### src/rtl/muldiv_ctrl.sv
// Iterative multiply/divide sequencer with HI/LO registers for MULT/MULTU/DIV/DIVU.
// Shift-add multiplier and restoring divider on magnitudes, signs fixed up in FIX.
module muldiv_ctrl #(
  parameter int WIDTH = 32,
  parameter int CNT_W = 6
) (
  input  logic             clock,
  input  logic             reset,
  input  logic             Start,
  input  logic [1:0]       Op,
  input  logic [WIDTH-1:0] Read_data_1,
  input  logic [WIDTH-1:0] Read_data_2,
  input  logic             Mthi,
  input  logic             Mtlo,
  input  logic             Flush,
  output logic             Busy,
  output logic             Done,
  output logic [WIDTH-1:0] HI,
  output logic [WIDTH-1:0] LO
);

  typedef enum logic [1:0] {IDLE, RUN, FIX} state_t;

  state_t             state_q, state_d;
  logic [CNT_W-1:0]   cnt_q, cnt_d;
  logic               is_div_q, is_div_d;
  logic               neg_q_q, neg_q_d;   // product / quotient negate
  logic               neg_r_q, neg_r_d;   // remainder negate
  logic               div0_q, div0_d;
  logic [WIDTH-1:0]   a_q, a_d;
  logic [WIDTH-1:0]   b_q, b_d;
  logic [WIDTH-1:0]   hacc_q, hacc_d;
  logic [WIDTH-1:0]   lacc_q, lacc_d;
  logic [WIDTH-1:0]   hi_q, hi_d;
  logic [WIDTH-1:0]   lo_q, lo_d;

  logic [WIDTH-1:0]   mag_a, mag_b;
  logic               op_signed, accept;
  logic [WIDTH:0]     mul_sum, div_sh, div_tr;
  logic [2*WIDTH-1:0] prod, prod_fix;
  logic [WIDTH-1:0]   res_hi, res_lo;

  always_comb begin
    op_signed = ~Op[0];
    mag_a     = (op_signed && Read_data_1[WIDTH-1]) ? -Read_data_1 : Read_data_1;
    mag_b     = (op_signed && Read_data_2[WIDTH-1]) ? -Read_data_2 : Read_data_2;

    mul_sum = {1'b0, hacc_q} + (lacc_q[0] ? {1'b0, a_q} : '0);
    div_sh  = {hacc_q, lacc_q[WIDTH-1]};
    div_tr  = div_sh - {1'b0, b_q};

    prod     = {hacc_q, lacc_q};
    prod_fix = neg_q_q ? -prod : prod;
    if (div0_q) begin
      res_hi = hacc_q;
      res_lo = '1;
    end else if (is_div_q) begin
      res_hi = neg_r_q ? -hacc_q : hacc_q;
      res_lo = neg_q_q ? -lacc_q : lacc_q;
    end else begin
      res_hi = prod_fix[2*WIDTH-1:WIDTH];
      res_lo = prod_fix[WIDTH-1:0];
    end
  end

  always_comb begin
    state_d  = state_q;
    cnt_d    = cnt_q;
    is_div_d = is_div_q;
    neg_q_d  = neg_q_q;
    neg_r_d  = neg_r_q;
    div0_d   = div0_q;
    a_d      = a_q;
    b_d      = b_q;
    hacc_d   = hacc_q;
    lacc_d   = lacc_q;
    hi_d     = hi_q;
    lo_d     = lo_q;
    accept   = 1'b0;

    case (state_q)
      IDLE: begin
        if (!Flush) begin
          if (Mthi) hi_d = Read_data_1;
          if (Mtlo) lo_d = Read_data_1;
          accept = Start;
        end
      end
      RUN: begin
        if (Flush) begin
          state_d = IDLE;
        end else begin
          if (!div0_q) begin
            if (is_div_q) begin
              hacc_d = div_tr[WIDTH] ? div_sh[WIDTH-1:0] : div_tr[WIDTH-1:0];
              lacc_d = {lacc_q[WIDTH-2:0], ~div_tr[WIDTH]};
            end else begin
              hacc_d = mul_sum[WIDTH:1];
              lacc_d = {mul_sum[0], lacc_q[WIDTH-1:1]};
            end
          end
          cnt_d = cnt_q + CNT_W'(1);
          if (cnt_q == CNT_W'(WIDTH - 1)) state_d = FIX;
        end
      end
      FIX: begin
        // Done is already visible this cycle, so the result commits even on Flush.
        state_d = IDLE;
        hi_d    = res_hi;
        lo_d    = res_lo;
        accept  = Start && !Flush;
      end
      default: state_d = IDLE;
    endcase

    if (accept) begin
      state_d  = RUN;
      is_div_d = Op[1];
      neg_q_d  = op_signed && (Read_data_1[WIDTH-1] ^ Read_data_2[WIDTH-1]);
      neg_r_d  = op_signed && Read_data_1[WIDTH-1];
      div0_d   = Op[1] && (Read_data_2 == '0);
      a_d      = mag_a;
      b_d      = mag_b;
      // Divide by zero skips the iterations: one idle RUN cycle, then FIX.
      cnt_d    = div0_d ? CNT_W'(WIDTH - 1) : '0;
      hacc_d   = div0_d ? Read_data_1 : '0;
      lacc_d   = Op[1] ? mag_a : mag_b;
    end
  end

  always_ff @(posedge clock) begin
    if (reset) begin
      state_q  <= IDLE;
      cnt_q    <= '0;
      is_div_q <= 1'b0;
      neg_q_q  <= 1'b0;
      neg_r_q  <= 1'b0;
      div0_q   <= 1'b0;
      a_q      <= '0;
      b_q      <= '0;
      hacc_q   <= '0;
      lacc_q   <= '0;
      hi_q     <= '0;
      lo_q     <= '0;
    end else begin
      state_q  <= state_d;
      cnt_q    <= cnt_d;
      is_div_q <= is_div_d;
      neg_q_q  <= neg_q_d;
      neg_r_q  <= neg_r_d;
      div0_q   <= div0_d;
      a_q      <= a_d;
      b_q      <= b_d;
      hacc_q   <= hacc_d;
      lacc_q   <= lacc_d;
      hi_q     <= hi_d;
      lo_q     <= lo_d;
    end
  end

  assign Busy = (state_q == RUN);
  assign Done = (state_q == FIX);
  assign HI   = Done ? res_hi : hi_q;
  assign LO   = Done ? res_lo : lo_q;

endmodule
### config.mk
export PLATFORM = sky130hd
export DESIGN_NAME = muldiv_ctrl
export DESIGN_NICKNAME = d
export VERILOG_FILES = /design/src/rtl/muldiv_ctrl.sv
export SDC_FILE = /design/constraint.sdc
export NUM_CORES = 1
export LEC_CHECK = 0
export ABC_CLOCK_PERIOD_IN_PS = 3300
export CAP_MARGIN = 20
export CORE_UTILIZATION = 30
export DETAILED_ROUTE_END_ITERATION = 8
export GPL_TIMING_DRIVEN = 0
export PLACE_DENSITY_LB_ADDON = 0.3
export SLEW_MARGIN = 20
export SYNTH_ARGS = -nofsm -noshare
export SYNTH_HDL_FRONTEND = slang
export SYNTH_SLANG_ARGS = --single-unit
### constraint.sdc
create_clock -name clock -period 3.3 [get_ports clock]
set_clock_uncertainty 0.05 [all_clocks]
set_input_delay 0.495 -clock clock [delete_from_list [all_inputs] [get_ports clock]]
set_output_delay 0.495 -clock clock [all_outputs]
set_load 0.01 [all_outputs]
# ---- After elaboration in Yosys (flattened, before gate mapping)
# Cells that the tools add are included.
dict set report totals {
  reg_bits 204
  elab_cells 94
  input_bits 72
  output_inout_bits 66
}
dict set report classes {
  muxes 41
  n_eq_ne 11
  n_reduce_logical 17
  bitwise 4
  add_sub_neg 8
}
# op count
set ops {}
lappend ops {{32-bit two-way mux} 28}
lappend ops {{32-bit negation} 4}
lappend ops {{32-bit one-hot mux with 2 select lines} 2}
lappend ops {{64-bit two-way mux} 1}
lappend ops {{64-bit negation} 1}
lappend ops {{32-bit by 32-bit adder with 33-bit output} 1}
lappend ops {{33-bit by 32-bit subtractor with 33-bit output} 1}
lappend ops {{32-bit logical NOT} 1}
lappend ops {{6-bit two-way mux} 3}
lappend ops {{3-bit AND reduction} 3}
lappend ops {{2-bit != test (second input constant)} 4}
lappend ops {{6-bit by 1-bit adder with 6-bit output (second input constant)} 1}
lappend ops {{6-bit by 5-bit equality test with 1-bit output (second input constant)} 1}
lappend ops {{2-bit AND reduction} 3}
lappend ops {{1-bit logical AND} 5}
lappend ops {{5-bit two-way mux} 1}
lappend ops {{2-bit two-way mux} 2}
lappend ops {{2-bit by 1-bit != test with 1-bit output (second input constant)} 2}
lappend ops {{4-bit by 2-bit != test with 1-bit output (second input constant)} 1}
lappend ops {{2-bit one-hot mux with 2 select lines} 1}
lappend ops {{2-bit nonzero test} 2}
lappend ops {{3-bit by 2-bit != test with 1-bit output (second input constant)} 1}
lappend ops {{1-bit inverter} 3}
lappend ops {{2-bit by 1-bit equality test with 1-bit output (second input constant)} 1}
lappend ops {{7 further kinds} 8}

# ---- Logic depth before layout (Yosys ltp)
dict set report depth {
  depth_word 7
  mapped_depth 14
}

# ---- Worst setup path after synthesis
# Ideal clock, no wire load.
dict set report synth_timing {
  path_type {register to register}
  start {register lacc_q[0]}
  end {register hacc_q[31]}
  arrival_time_ps 3079
  setup_slack_ps 52
  stages_incl_launch_ff 15
  setup_ps 119
  cell_sequence {dfxtp_1 > clkbuf_1 > clkbuf_1 > and2_1 > ha_1 > fa_1 > a211oi_1 > nor4b_1 > nand3b_1 > o211ai_1 > nand2_1 > a41oi_1 > or4_1 > nand3_1 > o221a_2}
}
dict set report synth_via {
  elab_chain_len 7
}
# item line_no
set synth_lines {}
lappend synth_lines {{start, declared} 33} ;# logic [WIDTH-1:0] lacc_q, lacc_d;
lappend synth_lines {{start signal, assigned} 155} ;# lacc_q <= lacc_d;
lappend synth_lines {{32-bit two-way mux} 48} ;# mul_sum = {1'b0, hacc_q} + (lacc_q[0] ? {1'b0, a_q} : '0);
lappend synth_lines {{32-bit by 32-bit adder with 33-bit output} 48}
lappend synth_lines {{32-bit two-way mux} 94} ;# if (is_div_q) begin
lappend synth_lines {{32-bit two-way mux} 93} ;# if (!div0_q) begin
lappend synth_lines {{32-bit two-way mux} 90} ;# if (Flush) begin
lappend synth_lines {{32-bit two-way mux} 81} ;# case (state_q)
lappend synth_lines {{32-bit two-way mux} 116} ;# if (accept) begin
lappend synth_lines {{end signal, assigned} 141} ;# hacc_q <= '0;
lappend synth_lines {{end signal, assigned} 154} ;# hacc_q <= hacc_d;
lappend synth_lines {{end, declared} 32} ;# logic [WIDTH-1:0] hacc_q, hacc_d;
# No other way between the ends. The select of a mux whose other input is x is not followed.
# A chain may end at the register's enable or synchronous reset.

# ---- Worst setup path after layout
dict set report layout_timing {
  start {register lacc_q[16]}
  end {output HI[24]}
}
dict set report layout_via {
  elab_chain_len 5
}
# item line_no
set layout_lines {}
lappend layout_lines {{64-bit negation} 53} ;# prod_fix = neg_q_q ? -prod : prod;
lappend layout_lines {{64-bit two-way mux} 53}
lappend layout_lines {{32-bit two-way mux} 57} ;# end else if (is_div_q) begin
lappend layout_lines {{32-bit two-way mux} 54} ;# if (div0_q) begin
lappend layout_lines {{32-bit two-way mux} 163} ;# assign HI = Done ? res_hi : hi_q;
lappend layout_lines {{end, declared} 18} ;# output logic [WIDTH-1:0] HI,
# No other way between the ends.

==> run_results.csv <==
group,metric,value,unit
drt,wire_per_inst,26.5,µm
sta,setup_slack,-0.698,ns
run_status,violations,"setup timing",
layout,seq_area,4190,µm²
synth,synthTopCellsByArea,"dfxtp_1, nor2_1, a21oi_1, ha_1, xnor2_1",
floorplanning,die-area,57900,µm²
synth,synth_edf_count,0,
run,drv_cap,0,
drt,vias_per_cell,5.97,
hold_path,hp-class,"primary input to flop",
placement,hpwlAfterDp,67400,µm
cts,hold_buffers,0,
pwr,peakVddDrop,405,µV
sta,fmax,250,MHz
floorplanning,coreArea,56300,µm²
synth,syn_avg_cell_area,7.33,µm²
drt,vias,20200,
layout,nFillCells,5710,
sta,rsz0062_at_grt,"true",
pwr,p_per_area,426,nW/µm²
critical_path,start_kind,"flop",
layout,finish.utilization,41.0,%
synth,syn_inst,2330,
placement,gp_congestion,1.05,
drt,drt_wl_total,89400,µm
layout,layout.nets,2744,
sta,worst_hold_slack,0.365,ns
synth,ys_ff_latch,204,
synth,async_reset_ff_share,0,%
synth,synth_seq_area_share,23.9,%
cts,clkLatencyLatePin,0.59,ns
synth,synth_top_cell_by_area,"dfxtp_1",
floorplanning,die_h,241,µm
sta,period_share,121,%
sta,slew_headroom,25.4,%
sta,worstMarginPinSlew,1.12,ns
run_status,outcome,"complete, but fails checks",
layout,area_growth,35.0,%
global_routing,antenna_found_initial,2,
drt,antenna_left,0,
global_routing,first_global_vias,18800,
pwr,p_leak,8.65,nW
sta,min_period,4.00,ns
layout,multi_input_area,13900,µm²
synth,synth_nets,2473,
sta,setup_viol,51,
floorplanning,die_w,241,µm
synth,ys_top_cells_by_count,"nor2_1, a21oi_1, dfxtp_1, nand2_1, clkbuf_1",
synth,postSynth.topFlopCell,"dfxtp_1",
synth,netlist_area,17100,µm²
drt,first_pass_iters,6,
global_routing,grt_overflow,0,
synth,synth_warnings,0,
drt,initialDrtViolationCount,2275,
synth,synth_top_area_share,23.9,%
floorplanning,rows,87,
placement,port_buffers,128,
critical_path,crit_required,2.75,ns
floorplanning,initial_core_util,30.4,%
cts,cts_tree,"done",
cts,cts.path.max_buffers,3,
global_routing,grt_max_degree,14,
global_routing,grt_use_total,29.6,%
sta,final_hold_viol_count,0,
cts,htree_levels,1,
critical_path,arrival,3.45,ns
drt,route.detailed.drc,0,
sta,drv_slew,0,
cts,cts_made_buffers,26,
layout,drive_above_1_share,23.3,%
critical_path,worstSetupPathType,"flop to output pin",
cts,clock_sinks,204,
cts,clkSlewWorstSetupHoldPaths,0.07,ns
cts,root_buffer,"clkbuf_16",
critical_path,worstSetupEndpointType,"output pin",
synth,synth_most_common_cell,"nor2_1",
synth,ys_types,85,
critical_path,path_max_fanout,4,
floorplanning,pin_count,138,
global_routing,grt_pass1_wl,125000,µm
-- worst paths after layout --
path | from | endpoint | slack [ns] | cells after the start
max | lacc_q[16] | HI[24] | -0.70 | 13
min | Read_data_1[24] | hacc_q[24] | 0.37 | 5
max reg2reg | lacc_q[16] | hi_q[21] | -0.61 | 21
min reg2reg | hi_q[19] | hi_q[19] | 0.40 | 2
-- cell families (layout without fill, tap and decap cells) --
family / count (synthesis) / in the layout / share of synthesized area (%)
compound gates: 724 / 724 / 28.3
other cells: 0 / 4 / 0
fa+ha+maj: 71 / 71 / 5.29
mux: 91 / 91 / 5.49
simple gates: 839 / 839 / 23.1
flops: 204 / 204 / 23.9
buf+inv: 236 / 526 / 5.38
xor+xnor: 165 / 165 / 8.57
-- stage by stage --
stage               setup slack [ns]  TNS (ns)  power, W  instances  cell area (µm²)
detailed placement             -1.43   -101.85   0.00605       3214            19300
finish                        -0.698    -21.65   0.00983       3380            23100
global route                  -0.707    -24.10    0.0102       3376            23000
CTS                           -0.635    -17.72   0.00940       3336            21800
floorplan                     0.0521         0   0.00487       2330            17100
global placement               -1.43   -100.31   0.00603       3214            19300
-- layout by cell type, fill, tap and decap left out, types with 61 or more instances in the layout --
| cell | synthesis | final |
|---|---|---|
| clkbuf_1 | 133 | 100 |
| nand2_1 | 204 | 193 |
| a21oi_1 | 208 | 177 |
| mux2i_1 | 69 | 65 |
| buf_4 | 0 | 105 |
| a211oi_1 | 98 | 87 |
| clkdlybuf4s50_1 | 0 | 61 |
| xnor2_1 | 92 | 71 |
| nor2_1 | 322 | 307 |
| dfxtp_1 | 204 | 159 |
| o21ai_0 | 102 | 76 |
| xor2_1 | 72 | 61 |
-- sequential cells by signal, summed over array words and instances, names as in the netlist, 2 cells and up --
name and cells:
a_q 32, hi_q 32, state_q 2, hacc_q 32
lacc_q 32, cnt_q 6, lo_q 32, b_q 32
-- layer usage --
metal	global-route usage, %	vias up	routed length, µm
li1	-	9026	-
met1	38.8	9811	37100
met2	46.0	1080	39300
met3	5.01	265	7470
met4	16.6	0	5640
met5	0	-	0
-- where the power goes --
group | internal [W] | switching (W) | total (W)
clock network | 0.00161 | 0.00130 | 0.00291
registers | 0.00263 | 0.000261 | 0.00289
logic | 0.00166 | 0.00237 | 0.00402
-- what timing repair did --
| item | in CTS | in global routing |
|---|---|---|
| endpoints found under the setup margin | 134 | 120 |
| gates cloned | 0 | 0 |
| resized for setup | 499 | 241 |
| setup buffers | 88 | 48 |
| endpoints found under the hold margin | 0 | 0 |
| pin swaps | 109 | 122 |
-- final cells by class --
| cell class | instances | share of cell area, % |
|---|---|---|
| well taps | 756 | 4.10 |
| multi-input cells | 1890 | 60.1 |
| plain buffers | 158 | 3.23 |
| inverters | 59 | 0.988 |
| clock inverters | 13 | 0.548 |
| flip-flops and latches | 204 | 18.2 |
| clock buffers | 34 | 3.08 |
| diodes | 4 | 0.0434 |
| repair buffers | 262 | 9.70 |
-- critical path, stage by stage, from the launching register on --
cell and delay, ns:
dfxtp_4 0.34, or4_4 0.56, nor4_4 0.23, buf_4 0.19
buf_4 0.12, nand3_4 0.13, buf_12 0.16, o311a_4 0.38
buf_12 0.13, o21ai_4 0.12, xnor2_2 0.14, nor2_2 0.07
nor2_1 0.12, buf_2 0.14
No activity file was read; power rests on OpenSTA's default activity.
